**config.mk**
```make
export PLATFORM = sky130hd
export DESIGN_NAME = bus_arbiter
export DESIGN_NICKNAME = d
export VERILOG_FILES = /design/src/rtl/bus_arbiter_pkg.sv /design/src/rtl/bus_arbiter_rr_priority_select.sv /design/src/rtl/bus_arbiter.sv
export SDC_FILE = /design/constraint.sdc
export NUM_CORES = 1
export LEC_CHECK = 0
export CORE_UTILIZATION = 60
export CTS_BUF_LIST = sky130_fd_sc_hd__clkbuf_8
export CTS_CLUSTER_DIAMETER = 40
export DETAILED_ROUTE_END_ITERATION = 8
export PLACE_DENSITY_LB_ADDON = 0.08
export SLEW_MARGIN = 40
export SYNTH_ARGS = -nofsm -noshare
export SYNTH_HDL_FRONTEND = slang
export SYNTH_SLANG_ARGS = --single-unit
```
**constraint.sdc**
```tcl
create_clock -name clock -period 4.39 [get_ports clock]
set_clock_uncertainty 0.1 [all_clocks]
set_input_delay 0.439 -clock clock [delete_from_list [all_inputs] [get_ports clock]]
set_output_delay 0.439 -clock clock [all_outputs]
set_load 0.02 [all_outputs]
```
**src/rtl/bus_arbiter_pkg.sv**
```systemverilog
// Shared types and constants for the round-robin bus arbiter.
package bus_arbiter_pkg;

    localparam int unsigned MAX_MASTERS       = 8;
    localparam int unsigned IDX_W             = 3;
    localparam int unsigned DEF_NR_MASTERS    = 4;
    localparam int unsigned DEF_BEGIN_TIMEOUT = 16;
    localparam int unsigned DEF_BUS_TIMEOUT   = 256;
    localparam int unsigned MIN_CNT_W         = 4;

    typedef enum logic [2:0] {
        ST_IDLE       = 3'd0,
        ST_GRANT      = 3'd1,
        ST_WAIT_BEGIN = 3'd2,
        ST_BUSY       = 3'd3,
        ST_ABORT      = 3'd4
    } arb_state_e;

    // Index to one-hot over the largest supported master count.
    function automatic logic [MAX_MASTERS-1:0] idx_to_onehot(input logic [IDX_W-1:0] idx);
        logic [MAX_MASTERS-1:0] oh;
        oh      = '0;
        oh[idx] = 1'b1;
        return oh;
    endfunction

    // Counter width able to hold limit-1, never below MIN_CNT_W bits.
    function automatic int unsigned cnt_width(input int unsigned limit);
        int unsigned w;
        w = $clog2(limit);
        if (w < MIN_CNT_W) begin
            w = MIN_CNT_W;
        end
        return w;
    endfunction

endpackage

```
**src/rtl/bus_arbiter_rr_priority_select.sv**
```systemverilog
// Combinational round-robin winner search starting just above last_winner.
module rr_priority_select
    import bus_arbiter_pkg::*;
#(
    parameter int unsigned NR_MASTERS = DEF_NR_MASTERS
) (
    input  logic [NR_MASTERS-1:0] request_i,
    input  logic [IDX_W-1:0]      last_winner_i,
    output logic [IDX_W-1:0]      winner_o,
    output logic                  valid_o
);

    // Indices above last_winner take precedence, then wrap to the low indices.
    always_comb begin
        winner_o = '0;
        valid_o  = 1'b0;
        for (int j = 0; j < int'(NR_MASTERS); j++) begin
            if (!valid_o && request_i[j] && (IDX_W'(j) > last_winner_i)) begin
                valid_o  = 1'b1;
                winner_o = IDX_W'(j);
            end
        end
        for (int j = 0; j < int'(NR_MASTERS); j++) begin
            if (!valid_o && request_i[j] && (IDX_W'(j) <= last_winner_i)) begin
                valid_o  = 1'b1;
                winner_o = IDX_W'(j);
            end
        end
    end

endmodule

```
**src/rtl/bus_arbiter.sv**
```systemverilog
// Round-robin bus arbiter with begin-timeout and bus watchdog abort.
module bus_arbiter
    import bus_arbiter_pkg::*;
#(
    parameter int unsigned NR_MASTERS    = DEF_NR_MASTERS,
    parameter int unsigned BEGIN_TIMEOUT = DEF_BEGIN_TIMEOUT,
    parameter int unsigned BUS_TIMEOUT   = DEF_BUS_TIMEOUT
) (
    input  logic                  clock,
    input  logic                  reset,
    input  logic [NR_MASTERS-1:0] request,
    output logic [NR_MASTERS-1:0] grant,
    input  logic                  begin_transaction_in,
    input  logic                  end_transaction_in,
    output logic                  end_transaction_out,
    output logic                  error_out,
    output logic                  bus_busy,
    output logic [IDX_W-1:0]      active_master
);

    localparam int unsigned WAIT_W = cnt_width(BEGIN_TIMEOUT);
    localparam int unsigned BUS_W  = cnt_width(BUS_TIMEOUT);
    localparam logic [WAIT_W-1:0] WAIT_LAST = WAIT_W'(BEGIN_TIMEOUT - 1);
    localparam logic [BUS_W-1:0]  BUS_LAST  = BUS_W'(BUS_TIMEOUT - 1);

    arb_state_e            state_q;
    logic [NR_MASTERS-1:0] grant_q;
    logic                  end_out_q;
    logic                  error_q;
    logic                  busy_q;
    logic [IDX_W-1:0]      active_q;
    logic [IDX_W-1:0]      last_winner_q;
    logic [WAIT_W-1:0]     wait_cnt_q;
    logic [BUS_W-1:0]      bus_cnt_q;

    logic [IDX_W-1:0]      sel_winner;
    logic                  sel_valid;

    rr_priority_select #(
        .NR_MASTERS (NR_MASTERS)
    ) u_select (
        .request_i     (request),
        .last_winner_i (last_winner_q),
        .winner_o      (sel_winner),
        .valid_o       (sel_valid)
    );

    // State, counters and registered outputs; pulses default low every cycle.
    always_ff @(posedge clock) begin
        if (reset) begin
            state_q       <= ST_IDLE;
            grant_q       <= '0;
            end_out_q     <= 1'b0;
            error_q       <= 1'b0;
            busy_q        <= 1'b0;
            active_q      <= '0;
            last_winner_q <= IDX_W'(NR_MASTERS - 1);
            wait_cnt_q    <= '0;
            bus_cnt_q     <= '0;
        end else begin
            grant_q   <= '0;
            end_out_q <= 1'b0;
            error_q   <= 1'b0;
            case (state_q)
                ST_IDLE: begin
                    wait_cnt_q <= '0;
                    bus_cnt_q  <= '0;
                    if (sel_valid) begin
                        state_q       <= ST_GRANT;
                        grant_q       <= NR_MASTERS'(idx_to_onehot(sel_winner));
                        last_winner_q <= sel_winner;
                        active_q      <= sel_winner;
                        busy_q        <= 1'b1;
                    end
                end
                ST_GRANT: begin
                    state_q    <= ST_WAIT_BEGIN;
                    wait_cnt_q <= '0;
                end
                ST_WAIT_BEGIN: begin
                    if (begin_transaction_in) begin
                        wait_cnt_q <= '0;
                        bus_cnt_q  <= '0;
                        if (end_transaction_in) begin
                            // Zero-length transfer: bus is free again at once.
                            state_q <= ST_IDLE;
                            busy_q  <= 1'b0;
                        end else begin
                            state_q <= ST_BUSY;
                        end
                    end else if (wait_cnt_q == WAIT_LAST) begin
                        state_q    <= ST_IDLE;
                        busy_q     <= 1'b0;
                        wait_cnt_q <= '0;
                    end else begin
                        wait_cnt_q <= wait_cnt_q + 1'b1;
                    end
                end
                ST_BUSY: begin
                    if (end_transaction_in) begin
                        state_q   <= ST_IDLE;
                        busy_q    <= 1'b0;
                        bus_cnt_q <= '0;
                    end else if (bus_cnt_q == BUS_LAST) begin
                        state_q   <= ST_ABORT;
                        end_out_q <= 1'b1;
                        error_q   <= 1'b1;
                        bus_cnt_q <= '0;
                    end else begin
                        bus_cnt_q <= bus_cnt_q + 1'b1;
                    end
                end
                ST_ABORT: begin
                    state_q <= ST_IDLE;
                    busy_q  <= 1'b0;
                end
                default: begin
                    state_q    <= ST_IDLE;
                    busy_q     <= 1'b0;
                    wait_cnt_q <= '0;
                    bus_cnt_q  <= '0;
                end
            endcase
        end
    end

    assign grant               = grant_q;
    assign end_transaction_out = end_out_q;
    assign error_out           = error_q;
    assign bus_busy            = busy_q;
    assign active_master       = active_q;

endmodule
```
==> metrics.md <==
| Metric | Value |
|---|---|
| Outcome | `complete, no violations` |
| Crit. End Element | `flip-flop` |
| Pleak | `0.000535 uW` |
| Via count of the routed design | `around 1100` |
| RSZ-0062 raised after global routing | `no` |
| Net Count, Synth | `151` |
| Post-CTS sizing | `0` |
| Gr usage total | `between 20% and 30%` |
| Antenna violations before repair | `0` |
| Critical path data arrival time | `~2.1 ns` |
| Endpoints failing setup | `0` |
| Post-route DRC | `0` |
| Avg Vias per Cell | `5.99` |
| Crit-path max FO | `9` |
| Async SR Flop Fraction | `0%` |
| Worst Setup Start Kind | `input pin` |
| Post-CTS Setup Inserts | `0` |
| Minimum clock period | `between 2 and 2.5 ns` |
| Pin count of the biggest net entering global routing | `22` |
| Dpl hpwl | `between 1500 and 2000 microns` |
| Most common cell after layout, fill and taps aside | `dfxtp_1` |
| Global-route wire length before repair | `3890 microns` |
| CP max stage cell | `o41ai_2` |
| Port buffer count | `16` |
| Die width | `47.8 microns` |
| Post-synthesis adder-cell area fraction | `1.99%` |
| DRT iter0 DRCs | `35` |
| Mux share of post-synthesis cell area | `2.39%` |
| Die Footprint | `0.00228 sq mm` |
| Max-slew violation total from the final report | `0` |
| TritonCTS buffer count | `3` |
| Worst VDD drop | `247 uV` |
| Vias in the first global route | `911` |
| Worst skew pair latency | `~0.26 ns` |
| CTS tree | `yes` |
| Final hold violation count | `0` |
| DR WL/cell | `13.4 microns` |
| Post-Place Worst Slack | `2.07 ns` |
| Post-synth cell types | `47` |
| Hold wc startpoint | `active_master[0]` |
| Post-synthesis cell count | `~140` |
| # clock sinks | `25` |
| Slowest stage delay, CP | `0.77 ns` |
| Routed wire length | `2450 microns` |
| Layout cells sized above 1 | `6.45%` |
| Worst slew pin tran | `0.741 ns` |
| NumNets Final | `~170` |
| Final setup TNS | `0 ns` |
| GPL Wtd Cong | `0.833` |
| Post-synth EDFFs | `0` |
| Core box area | `0.00196 sq mm` |
| Class of the worst hold path | `reg2reg` |
| Synth warn | `0` |
| Compound-cell area share of the yosys netlist | `18.5%` |
| Largest family of logic cells by synthesized area | `simple AND/OR/NAND/NOR gates` |
| Die height | `47.8 microns` |
| Worst relative slew slack | `50.1%` |
| Initial Util | `64.0%` |
| CP required | `4.45 ns` |
| Critical R2R Launch | `state_q[1]` |
| Synth Flop Type | `dfxtp_1` |
| Antenna viol nets, final | `0` |
| Layout area overhead | `16.4%` |
| Worst setup path start | `request[1]` |
| Final Util | `74.6%` |
| FF-to-FF setup slack | `2.63 ns` |
| Cell Chain, Critical Path | `clkdlybuf4s50_1, o41ai_2, or3b_1, and3b_1` |
| Design Area, Final | `0.00146 sq mm` |
| Area post-placement | `0.00142 sq mm` |
| Critical path class | `in2reg` |
| Worst hold slack | `around 0.36 ns` |
| Clk buf depth | `2` |
| I/O pin count | `18` |
| FMAX | `0.484 GHz` |
| Final critical-path share of the clock period | `47.1%` |
| Post-synthesis simple-gate area fraction | `30.8%` |
| Clk root buf | `clkbuf_8` |
| Mapped cell area | `0.00126 sq mm` |
| Gr ovfl total | `0` |
| XOR/XNOR Fraction of Synth Area | `2.09%` |
| Most frequent cells in the layout | `dfxtp_1 (25), clkdlybuf4s50_1 (16), nor2_1 (12)` |
| Worst-path clk slew | `roughly 0.080 ns` |
| Power Density | `352 mW/mm^2` |
| Syn Area/Cell | `slightly below 9 sq um` |
| Ant diodes | `0` |
| Row cnt | `16` |
| PnR worst setup slack | `2.32 ns` |
| Seq/Total Area, Yosys | `39.8%` |
| Max Cap Viol | `0` |
| Hold_buf cts | `0` |
| DRT Pass-1 Iters | `4` |
| Htree depth | `1` |
| Register bit total from synthesis | `25` |
## through the flow
step | total power [uW] | instances
3_3_place_gp | 385 | 178
4_1_cts | 517 | 182
2_1_floorplan | 349 | 141
3_5_place_dp | 390 | 178
6_report | 515 | 182
5_1_grt | 543 | 182
## report_power, final
part	switching (uW)	total, uW	internal (uW)
clock	67.2	130	62.4
sequential	17.4	262	245
combinational	67.1	124	56.4
total	152	515	364
## flip-flops by register name, indices dropped and copies added (netlist names)
register / count
last_winner_q: 2
wait_cnt_q: 4
bus_busy: 1
active_master: 2
grant: 4
error_out: 1
state_q: 3
bus_cnt_q: 8
## synthesized netlist by cell type, types with 3 or more instances
cell type	instances	area [sq um]
a21oi_1	11	55.1
dfxtp_1	25	500
inv_1	5	18.8
mux2i_1	3	30.0
nand2_1	11	41.3
nand3_1	5	25.0
nand3b_1	3	22.5
nor2_1	12	45.0
nor2b_1	3	18.8
nor3_1	6	30.0
nor4_1	3	18.8
o21ai_0	6	30.0
xnor2_1	3	26.3
## layer usage
metal | track usage, % | routed length, microns | part of all wire [%] | vias up
met5 | 0 | 0 | 0 | -
met4 | 6.67 | 25 | 1.0 | 0
met3 | 3.77 | 151 | 6.2 | 4
met2 | 39.7 | 1150 | 47 | 43
met1 | 32.0 | 1130 | 46 | 501
li1 | - | - | - | 542
## path summary, 6_finish.rpt
| kind | endpoint | cells past startpoint |
|---|---|---|
| max | grant[0] | 4 |
| min | active_master[0] | 2 |
| max reg2reg | bus_cnt_q[7] | 4 |
| min reg2reg | active_master[0] | 2 |
## kinds of logic after synthesis
| logic type | Yosys count |
|---|---|
| AND/OR/NAND/NOR | 62 |
| AO/OA/AOI/OAI | 34 |
| flip-flops | 25 |
| buffers and inverters | 11 |
| XOR/XNOR | 3 |
| multiplexers | 3 |
| adder cells (fa/ha/maj) | 2 |
| other | 1 |
## critical path: cells and delay by family
kind / cells / cell delay, ns
compound gates: 1 / 0.77
buf+inv: 1 / 0.52
simple gates: 2 / 0.39
## layout make-up
cell class,instances,area (sq um)
timing repair buffer,16,160
fill,159,499
sequential,25,500
tap,27,33.8
multi-input combinational,105,704
clock buffer,3,41.3
clock inverter,1,3.75
inverter,5,18.8
Note: power is estimated with default switching activity, not from simulation.
